--- src/rtl/freq_meter.sv ---
// Gated frequency meter: counts sig_in rising edges over GATE_CYCLES clk cycles, publishes meas + 1-cycle meas_valid.
// Latency: sig_in rise to edge event 2-3 cycles; meas/ovf update on the edge ending the terminal gate cycle.
// No backpressure: meas is held until the next window; define FREQ_METER_SAT_EN for a saturating counter with ovf.
module freq_meter #(
  parameter int GATE_CYCLES = 12000000,
  parameter int CNT_W       = 24
) (
  input  logic             clk,
  input  logic             rst,
  input  logic             sig_in,
  input  logic             en,
  output logic [CNT_W-1:0] meas,
  output logic             meas_valid,
  output logic             ovf,
  output logic [7:0]       led
);

  localparam int TMR_W = $clog2(GATE_CYCLES);
  localparam logic [TMR_W-1:0] TMR_LAST = TMR_W'(GATE_CYCLES - 1);

  typedef enum logic {IDLE, GATE} state_t;

  state_t           state, state_nxt;
  logic [TMR_W-1:0] timer, timer_nxt;
  logic [CNT_W-1:0] cnt, cnt_nxt, cnt_inc;
  logic [1:0]       warm;
  logic             warm_done;
  logic             s1, s2, s3;
  logic             edge_evt;
  logic             capture;

  assign warm_done = (warm == 2'd3);
  assign edge_evt  = s2 & ~s3;

  // Synchronize the asynchronous input and keep one extra stage for rise detection.
  always_ff @(posedge clk or negedge rst) begin
    if (!rst) begin
      s1 <= 1'b0;
      s2 <= 1'b0;
      s3 <= 1'b0;
    end else begin
      s1 <= sig_in;
      s2 <= s1;
      s3 <= s2;
    end
  end

  // Warm-up counter keeps the FSM idle until the synchronizer holds real input history.
  always_ff @(posedge clk or negedge rst) begin
    if (!rst) begin
      warm <= 2'd0;
    end else if (!warm_done) begin
      warm <= warm + 2'd1;
    end
  end

  // Edge counter increment, wrapping or saturating depending on the build.
  always_comb begin
`ifdef FREQ_METER_SAT_EN
    cnt_inc = (edge_evt && (cnt != {CNT_W{1'b1}})) ? cnt + 1'b1 : cnt;
`else
    cnt_inc = cnt + CNT_W'(edge_evt);
`endif
  end

  // Next-state logic: gate windows run back-to-back; dropping en aborts and discards the partial count.
  always_comb begin
    state_nxt = state;
    timer_nxt = timer;
    cnt_nxt   = cnt;
    capture   = 1'b0;
    case (state)
      IDLE: begin
        timer_nxt = '0;
        cnt_nxt   = '0;
        if (warm_done && en) state_nxt = GATE;
      end
      GATE: begin
        if (!en) begin
          state_nxt = IDLE;
          timer_nxt = '0;
          cnt_nxt   = '0;
        end else if (timer == TMR_LAST) begin
          capture   = 1'b1;
          timer_nxt = '0;
          cnt_nxt   = '0;
        end else begin
          timer_nxt = timer + 1'b1;
          cnt_nxt   = cnt_inc;
        end
      end
      default: state_nxt = IDLE;
    endcase
  end

  // State, timer and edge-counter registers.
  always_ff @(posedge clk or negedge rst) begin
    if (!rst) begin
      state <= IDLE;
      timer <= '0;
      cnt   <= '0;
    end else begin
      state <= state_nxt;
      timer <= timer_nxt;
      cnt   <= cnt_nxt;
    end
  end

  // Capture: the terminal-cycle edge event belongs to the closing window.
  always_ff @(posedge clk or negedge rst) begin
    if (!rst) begin
      meas       <= '0;
      meas_valid <= 1'b0;
    end else begin
      meas_valid <= capture;
      if (capture) meas <= cnt_inc;
    end
  end

`ifdef FREQ_METER_SAT_EN
  // Overflow flag reflects whether the just-closed window hit saturation.
  always_ff @(posedge clk or negedge rst) begin
    if (!rst) begin
      ovf <= 1'b0;
    end else if (capture) begin
      ovf <= (cnt_inc == {CNT_W{1'b1}});
    end
  end
`else
  assign ovf = 1'b0;
`endif

  // LED view: meas clamped to 8 bits; widened first so narrow CNT_W builds still work.
  always_comb begin
    logic [CNT_W+7:0] meas_w;
    meas_w = {8'd0, meas};
    led    = (meas_w > (CNT_W + 8)'(255)) ? 8'hFF : meas_w[7:0];
  end

endmodule

--- config.mk ---
export PLATFORM = sky130hd
export DESIGN_NAME = freq_meter
export DESIGN_NICKNAME = d
export VERILOG_FILES = /design/src/rtl/freq_meter.sv
export SDC_FILE = /design/constraint.sdc
export NUM_CORES = 1
export LEC_CHECK = 0
export BUFFER_PORTS_ARGS = -buffer_cell sky130_fd_sc_hd__buf_2
export CORE_ASPECT_RATIO = 1.4
export CORE_MARGIN = 1
export CORE_UTILIZATION = 39
export DETAILED_ROUTE_END_ITERATION = 12
export PLACE_DENSITY_LB_ADDON = 0.25
export SLEW_MARGIN = 20
export SYNTH_ARGS = -nofsm -noshare
export SYNTH_HDL_FRONTEND = slang
export SYNTH_SLANG_ARGS = --single-unit
export TNS_END_PERCENT = 50
--- constraint.sdc ---
create_clock -name clk -period 3 [get_ports clk]
set_input_delay 0.3 -clock clk [delete_from_list [all_inputs] [get_ports clk]]
set_output_delay 0.3 -clock clk [all_outputs]
set_load 0.1 [all_outputs]
; Word level (Yosys, flattened, before mapping)
; Cells that the tools add are included.
; Widths: inputs -> output; s select.
[op_classes]
addsub = 3
n_mul = 0
div = 0
order_cmp = 1
eq_ne = 2
shift = 0
muxes = 13
bitwise_logic = 3
reduce_logical = 1
[ops]
columns = cell, n
row1 = $mux 24, 4
row2 = $pmux 24 s2, 2
row3 = $add 24x1->24, 1
row4 = $add 24x1->24 const B, 1
row5 = $eq 24x24->1 const B, 1
row6 = $gt 24x8->1 const B, 1
row7 = $mux 8, 1
row8 = $mux 1, 5
row9 = $add 2x1->2 const B, 1
row10 = $eq 2x2->1 const B, 1
row11 = $not 1->1, 2
row12 = $pmux 1 s2, 1
row13 = $and 1x1->1, 1
row14 = $logic_and 1x1->1, 1
[word_totals]
register_bits = 79
latch_bits = 0
ram_bits = 0
mem_bits_ro = 0
inputBits = 4
out_inout_bits = 34
wordCells = 32
n_memories = 0

; Logic depth before layout (Yosys ltp)
; Gate-level depths: netlist of run 1.
[logic_depth]
ltp_word = 6
ltp_mapped = 7
mapped_depth_nobuf = 6

; Least setup slack after synthesis of run 1
; No wires, ideal clock.
[synth_path]
kind = reg-to-output
start = register meas[10]
end = output led[0]
arrival_ns = 1.847
required_time_ns = 2.700
slack_ns = 0.853
path_stages_with_launch = 4
path_buffers = 0
cell_sequence = dfrtp_1 nor4_1 nand4_1 or2_2
[synth_between]
elab_chain_len = 2
[synth_lines]
columns = element, line
row1 = from (decl), 12  ; output logic [CNT_W-1:0] meas,
row2 = from (signal assigned), 116  ; if (capture) meas <= cnt_inc;
row3 = $gt 24x8->1, 137  ; led = (meas_w > (CNT_W + 8)'(255)) ? 8'hFF : meas_w[7:0];
row4 = $mux 8, 137
row5 = to (decl), 15  ; output logic [7:0] led
; Every way passes these cells.

; Worst setup path after layout of run 1
[layout_path]
start = register meas[10]
end = output led[5]
; The elaborated chain is that of the path after synthesis.

==> out/qor.yml, run 1 <==
cp_slowest_cell: "nand4_1"
finalHoldViolCount: 6
layout-drive-gt1-share: 0.201
synth-async-reset-ratio: 1.00
syn-cell-area_sq_mm: 0.00372
cp_top_family: "simple AND/OR/NAND/NOR gates"
startpoint_type: "register"
vias: 2845
layout.nets: 406
critical_path_class: "register to output pin"
grt_max_degree: 80
cts_sinks: 79
cp_max_fo: 8
portBuffers: 36
ios: 38
maxCapViolCount: 0
placed_cells: 494
status: "finished with violations"
yosysSeqAreaShare: 0.531
cts-buffers-inserted: 9
setup_violations: 0
fin_skew_ns: 0.00641
start_util: 0.408
post_dp_cell_area_sq_mm: 0.00399
end_kind: "output pin"
cts_htree_levels: 3
crit_arrival_ns: 2.38
grt_use_total: 0.183
clkLatencyLatePin_ns: 0.33
syn-num-nets: 370
finalCritPeriodShare: 0.894
grt_pass1_wl_um: 14200
antenna_found_initial: 0
wl_um: 8370
path_cells: "nor4_1 -> nand4_1 -> or2_2 -> buf_2"
ys.flop_type: "dfrtp_1"
ir_drop_uv: 314
fin_cells: 509
cts_buffer_depth: 2
dieHeight_um: 118
overflow: 0
clk_root_buffer_cell: "clkbuf_16"
total_power_mw: 2.21
synthCells: 362
diodes: 0
rsz0062_at_grt: "no"
avgSynthCellArea_sq_um: 10.3
synth-seq-cells: 79
hold_class: "primary input to async pin"
cts-resized-gates: 0
design_area_sq_mm: 0.00429
die_area_sq_mm: 0.00994
clkTransAtPathRegs_ns: 0.06
worst_hold_slack_ns: -0.0183
cts_tree: "yes"
ys_types: 37
core_area_sq_mm: 0.00913
setup_tns_ns: 0
die_w_um: 84.6
dr.pass1.iters: 8
failed_checks: "DRC, hold timing"
slew_viol_final: 0
holdBufCountCts: 0
fmaxAchievable_mhz: 373
rows: 41
leakagePower_nw: 1.84
yosysWarnings: 0
crit_required_ns: 2.70
synth-edff-count: 0
syn_to_final_growth_pct: 15.3
tightest_slew_ns: 0.732
drt-initial-drc-count: 184
gp_congestion: 0.806
grt_pass1_vias: 2801
post-cts-setup-buffers: 0
relSlewSlack: 0.512
critPathBufInv: 1
post-dp-hpwl_um: 5660
powerDensity_mw_per_mm2: 514
wire_per_inst_um: 16.4
period_needed_ns: 2.68
ant_nets: 0
routed_via_density: 5.59
critPathMaxStageDelay_ns: 0.46
drc: 2
cell type report:
| class | count | area [sq um] |
|---|---|---|
| Fill cell | 879 | 4840 |
| Sequential cell | 79 | 1980 |
| Multi-Input combinational cell | 255 | 1610 |
| Clock buffer | 11 | 253 |
| Timing Repair Buffer | 42 | 231 |
| Tap cell | 107 | 134 |
| Clock inverter | 4 | 45.0 |
| Inverter | 11 | 41.3 |
per-layer routing:
layer  global-route usage  wire, um
met1                0.236      3670
met2                0.300      4270
met3               0.0351       289
met4               0.0731       140
met5                    0         0
worst paths after layout:
kind,depth (start not counted),start,slack [ns],end
setup reg to reg,5,timer[13],0.74,meas[16]
hold reg to reg,0,s1,0.35,s2
max in group asynchronous,1,rst,2.49,meas[16]
min in group clk,1,sig_in,0.08,s1
hold / removal,1,rst,-0.02,timer[15]
setup / recovery,4,meas[10],0.32,led[5]
registers in the layout, summed over array words and instances (netlist names):
name        flops
s3              1
s2              1
warm            2
s1              1
state           1
cnt            24
meas_valid      1
timer          24
meas           24
cells in the mapped netlist (3+ instances only):
| master | instances | share of area |
|---|---|---|
| a21oi_1 | 52 | 0.070 |
| or4_1 | 8 | 0.016 |
| inv_1 | 11 | 0.011 |
| nor3_1 | 5 | 0.0067 |
| buf_2 | 9 | 0.012 |
| a31oi_1 | 5 | 0.0084 |
| nand2_1 | 14 | 0.014 |
| o31ai_1 | 11 | 0.022 |
| nand3_1 | 16 | 0.022 |
| nor2_1 | 37 | 0.037 |
| nand4_1 | 13 | 0.022 |
| or4_4 | 6 | 0.018 |
| a31oi_2 | 4 | 0.013 |
| or2_2 | 9 | 0.015 |
| nor4_1 | 12 | 0.020 |
| and4_1 | 3 | 0.0071 |
| or3_1 | 7 | 0.012 |
| ha_1 | 4 | 0.013 |
| dfrtp_1 | 79 | 0.53 |
| xnor2_1 | 23 | 0.054 |
| clkbuf_1 | 4 | 0.0040 |
| o21ai_0 | 5 | 0.0067 |
| xor2_1 | 7 | 0.016 |
cells in the final DEF (no fill, tap or decap), drive strengths merged, types with 3 or more instances in the layout:
cell    synthesis  final
a21oi          52     52
nor3            5      5
o21ai           5      5
nor4           13     13
inv            11     11
clkinv          0      3
nand4          14     14
or3             7      7
dfrtp          79     79
nor2           37     37
clkbuf          4     11
xor2            7      7
nand3          16     16
o31ai          11     11
nand2          14     14
or4            14     14
or2             9      9
and4            3      3
ha              4      4
buf            13     42
a31oi           9      9
xnor2          23     23
logic make-up after synthesis:
group | count (synthesis) | synth area share
and+or+nand+nor | 138 | 0.213
AOI/OAI and AO/OA | 80 | 0.127
DFF | 79 | 0.531
xor gates and xnor gates | 30 | 0.0706
buffers and inverters | 28 | 0.0373
adders and majority gates | 4 | 0.0134
muxes | 2 | 0.00605
other | 1 | 0.00101
stage by stage:
stage	hold WS [ns]	utilization	setup WS (ns)
after floorplan	0.00441	-	0.853
after global placement	0.335	0.437	0.727
after detailed placement	0.338	0.437	0.713
after CTS	0.0618	0.470	0.352
after global routing	0.0460	0.470	0.217
final	-0.0183	0.470	0.319
where the power goes:
part	leakage (nW)	switching, mW	internal, mW
registers	1.08	0.00279	1.07
clock network	0.151	0.406	0.680
logic	0.606	0.0407	0.00746
total	1.84	0.449	1.76
No activity file was read; power rests on OpenSTA's default activity.
==> inputs of run 2 (changes only) <==
--- a/config.mk
+++ b/config.mk
@@ -6,7 +6,6 @@
 export NUM_CORES = 1
 export LEC_CHECK = 0
 export BUFFER_PORTS_ARGS = -buffer_cell sky130_fd_sc_hd__buf_2
-export CORE_ASPECT_RATIO = 1.4
 export CORE_MARGIN = 1
 export CORE_UTILIZATION = 39
 export DETAILED_ROUTE_END_ITERATION = 12
==> run 2 against run 1 <==
  * The flow now finishes without violations
  * Combinational power grew 7.7%
  * First-iteration DRC count is 34% lower
  * Via count shrank 1.2%
  * Routed wire length decreased by 3.7%
  * Power is 12% lower
==> out/qor.yml, run 2 (synthesis results as in run 1) <==
r2r_slack_ns: 0.73
post_dp_cell_area_sq_mm: 0.00401
p_int_mw: 1.47
syn_to_final_growth_pct: 14.0
comb_power_share: 0.027
fmaxAchievable_mhz: 358
drc: 0
post-dp-hpwl_um: 5350
nFillCells: 903
dr.pass1.iters: 4
grt_pass1_wl_um: 13400
cts_buffer_depth: 2
clkTransAtPathRegs_ns: 0.09
grt_pass1_vias: 2712
drt-initial-drc-count: 121
critical_path_class: "register to output pin"
r2r-start: "timer[0]"
post-cts-setup-buffers: 0
startpoint_type: "register"
layout.nets: 407
relSlewSlack: 0.516
crit_arrival_ns: 2.49
crit_required_ns: 2.70
pwr-share-clk: 0.420
switching_share: 0.241
portBuffers: 36
leakagePower_nw: 1.79
antenna_found_initial: 0
seq_area_sq_mm: 0.00198
dieHeight_um: 99.7
seqPwrFrac: 0.553
maxCapViolCount: 0
finalCritPeriodShare: 0.930
reg2reg_depth: 5
gp_congestion: 0.844
fin_ws_ns: 0.209
layout_commonest_cell: "dfrtp_1"
overflow: 0
utilization: 0.459
wire_per_inst_um: 15.1
slew_viol_final: 0
rsz0062_at_grt: "no"
clk_root_buffer_cell: "clkbuf_8"
final_cell_mix: "79 x dfrtp_1, 52 x a21oi_1, 37 x nor2_1, 35 x buf_2, 23 x xnor2_1"
cts_sinks: 79
setup_violations: 0
largestRegisters: "cnt: 24 flops, meas: 24 flops, timer: 24 flops"
vias: 2811
cts-resized-gates: 0
grt_use_total: 0.173
cts_htree_levels: 3
dp_slack_ns: 0.598
cp_max_fo: 8
powerDensity_mw_per_mm2: 456
ant_nets: 0
p_sw_mw: 0.467
routed_via_density: 5.27
wl_um: 8060
hold_class: "primary input to register"
layout-drive-gt1-share: 0.203
core_area_sq_mm: 0.00924
fin_skew_ns: 0.0190
period_needed_ns: 2.79
diodes: 0
cp-endpoint: "led[0]"
placed_cells: 515
ir_drop_uv: 241
finalHoldViolCount: 0
start_util: 0.403
rows: 35
design_area_sq_mm: 0.00424
end_kind: "output pin"
cts_tree: "yes"
ios: 38
die_area_sq_mm: 0.00994
holdBufCountCts: 0
grt_max_degree: 80
status: "finished clean"
setup_tns_ns: 0
clkLatencyLatePin_ns: 0.36
crit_path_start: "meas[23]"
tightest_slew_ns: 0.720
die_w_um: 99.7
cts-buffers-inserted: 9
multi_input_comb_area_sq_mm: 0.00161
worstReg2RegEnd: "timer[22]"
fin_cells: 533
==> run 2: cell count changes in the layout (fill, tap and decap cells not counted), moves of 2 or more <==
cell        previous run  this run
clkbuf_16              9         0
inv_6                  0         2
clkinvlp_4             0         3
clkbuf_8               2         9
clkinv_2               3         0
==> run 2: cell type report <==
type                            instances  area share
Clock buffer                            9      0.0292
Clock inverter                          7      0.0186
Inverter                               11     0.00973
Multi-Input combinational cell        255       0.380
Sequential cell                        79       0.466
Tap cell                              129      0.0380
Timing Repair Buffer                   43      0.0590
==> run 2: worst min-delay path by stage <==
stage	endpoint	start	cells after the start
global placement	s2	s1	0
detailed placement	s2	s1	0
floorplan	cnt[0]	rst	0
finish	s1	sig_in	1
CTS	s1	sig_in	1
global route	s1	sig_in	1
==> run 2: power by group through the flow <==
stage | sequential (mW) | clock, mW | combinational [mW]
5_1_grt | 1.07 | 0.880 | 0.0598
3_5_place_dp | 1.09 | 0 | 0.0501
4_1_cts | 1.07 | 0.838 | 0.0500
2_1_floorplan | 1.09 | 0 | 0.0214
6_report | 1.07 | 0.814 | 0.0519
3_3_place_gp | 1.09 | 0 | 0.0493
==> run 2: routing by layer <==
layer	wire, um	part of all wire	vias to the layer above	GRT usage
met5	0	0	-	0
met4	105	0.013	0	0.0622
met3	223	0.028	8	0.0351
met2	3730	0.46	37	0.268
met1	4000	0.50	1384	0.240
li1	-	-	1382	-
==> run 2: critical path, cell delays in order, from the launching register on <==
cell,delay [ns]
dfrtp_1,0.40
nor4_1,0.65
nand4_1,0.41
or2_2,0.38
buf_2,0.29
==> run 2: per-stage QoR <==
step,hold slack [ns],power (mW)
floorplan,0.00441,1.11
global placement,0.334,1.14
detailed placement,0.342,1.14
CTS,0.0415,1.96
global route,0.0360,2.01
finish,0.0523,1.94
==> inputs of run 3 (changes only) <==
==> constraint.sdc (replaced) <==
create_clock -name clk -period 2.5 [get_ports clk]
set_input_delay 0.25 -clock clk [delete_from_list [all_inputs] [get_ports clk]]
set_output_delay 0.25 -clock clk [all_outputs]
set_load 0.1 [all_outputs]
==> run 3 against run 2 <==
  * Final area up 1.9%
  * Clock power up 33%
  * Die area unchanged
  * Sequential power up 21%
  * Hold slack better by 0.096 ns
==> out/qor.yml, run 3 (synthesis results as in run 1) <==
status: "finished clean"
core_area_sq_mm: 0.00924
setup_violations: 0
clkTransAtPathRegs_ns: 0.08
vias: 2867
ios: 38
leakagePower_nw: 1.84
cts_buffer_depth: 2
syn_to_final_growth_pct: 16.2
overflow: 0
rows: 35
fmaxAchievable_mhz: 431
seqPwrFrac: 0.529
cp_slowest_cell: "dfrtp_1"
diodes: 0
cp_max_fo: 8
portBuffers: 36
critPathMaxStageDelay_ns: 0.42
die_w_um: 99.7
final_cell_mix: "79 x dfrtp_1, 52 x a21oi_1, 37 x nor2_1, 35 x buf_2, 23 x xnor2_1"
fin_skew_ns: 0.0135
pwr-share-clk: 0.445
dp_slack_ns: 0.387
worst_hold_slack_ns: 0.148
switching_share: 0.222
post-cts-setup-buffers: 0
clkLatencyLatePin_ns: 0.36
drc: 0
finalHoldViolCount: 0
post_dp_cell_area_sq_mm: 0.00408
cp_common_cell: "buf_4"
p_int_mw: 1.89
maxCapViolCount: 0
path_cells: "nor4_1 -> buf_4 -> nand4_1 -> buf_4 -> or2_2 -> buf_2"
utilization: 0.468
finalCritPeriodShare: 0.928
powerDensity_mw_per_mm2: 561
crit_arrival_ns: 2.07
gr-usage-met3: 0.0295
startpoint_type: "register"
gp_congestion: 0.850
comb_power_share: 0.026
cts_htree_levels: 3
antenna_found_initial: 0
end_kind: "output pin"
placed_cells: 522
critical_path_class: "register to output pin"
layout-drive-gt1-share: 0.214
ir_drop_uv: 288
grt_max_degree: 47
met1_usage: 0.259
grt_use_total: 0.178
die_area_sq_mm: 0.00994
busiest_layer: "met2"
cts-buffers-inserted: 9
fin_ws_ns: 0.180
grt_pass1_wl_um: 13800
total_power_mw: 2.43
layout.nets: 414
use_met2: 0.265
crit_required_ns: 2.25
rsz0062_at_grt: "no"
wire_per_inst_um: 14.9
cts_tree: "yes"
post-dp-hpwl_um: 5470
slew_viol_final: 0
dr.pass1.iters: 4
wl_um: 8060
cts_sinks: 79
ant_nets: 0
period_needed_ns: 2.32
drt-initial-drc-count: 125
routed_via_density: 5.31
largestRegisters: "cnt: 24 flops, meas: 24 flops, timer: 24 flops"
hold_class: "primary input to register"
layout_commonest_cell: "dfrtp_1"
setup_tns_ns: 0
fin_cells: 540
design_area_sq_mm: 0.00433
grt_pass1_vias: 2718
nFillCells: 894
p_sw_mw: 0.539
clk_root_buffer_cell: "clkbuf_8"
dieHeight_um: 99.7
start_util: 0.403
[run 3: changes by cell type in the layout (fill, tap and decap cells not counted), sizes merged]
cell	delta
bufinv	+1
dlygate4sd3	+1
buf	+6
inv	-1
clkinvlp	-1
clkbuf	+1
[run 3: layer usage]
layer / wire, um / vias up
li1: - / 1391
met1: 4120 / 1424
met2: 3620 / 46
met3: 214 / 6
met4: 102 / 0
met5: 0 / -
[run 3: cell type report]
cell class,count,area [sq um],area share
multi-input combinational,255,1610,0.372
sequential,79,1980,0.457
inverter,11,41.3,0.00954
clock buffer,10,138,0.0318
timing repair buffer,50,305,0.0706
clock inverter,6,92.6,0.0214
tap,129,161,0.0373
[run 3: power by group through the flow]
stage / Combinational [mW] / Clock [mW] / Sequential, mW
after CTS: 0.0665 / 1.11 / 1.29
after global routing: 0.0728 / 1.17 / 1.29
after detailed placement: 0.0642 / 0 / 1.31
final: 0.0631 / 1.08 / 1.29
after floorplan: 0.0257 / 0 / 1.31
after global placement: 0.0634 / 0 / 1.31
[run 3: path summary, 6_finish.rpt]
path                           from   endpoint  slack (ns)  cells after the start
max                        meas[15]     led[2]        0.18                      6
min                              en      state        0.15                      2
max reg2reg                  cnt[5]    cnt[18]        0.38                      4
min reg2reg                      s1         s2        0.35                      0
max in group asynchronous       rst  timer[10]        1.52                      3
min in group asynchronous       rst    meas[2]        0.37                      2
[run 3: what timing repair did]
action | CTS | global route
gates resized for setup | 0 | 0
hold buffers | 2 | 0
hold endpoints to repair | 34 | 0
[run 3: worst max-delay path, delay by kind of cell, from the launching register on]
family                 cells  cell delay [ns]
DFF                        1             0.42
buffers and inverters      3             0.64
and+or+nand+nor            3             0.65
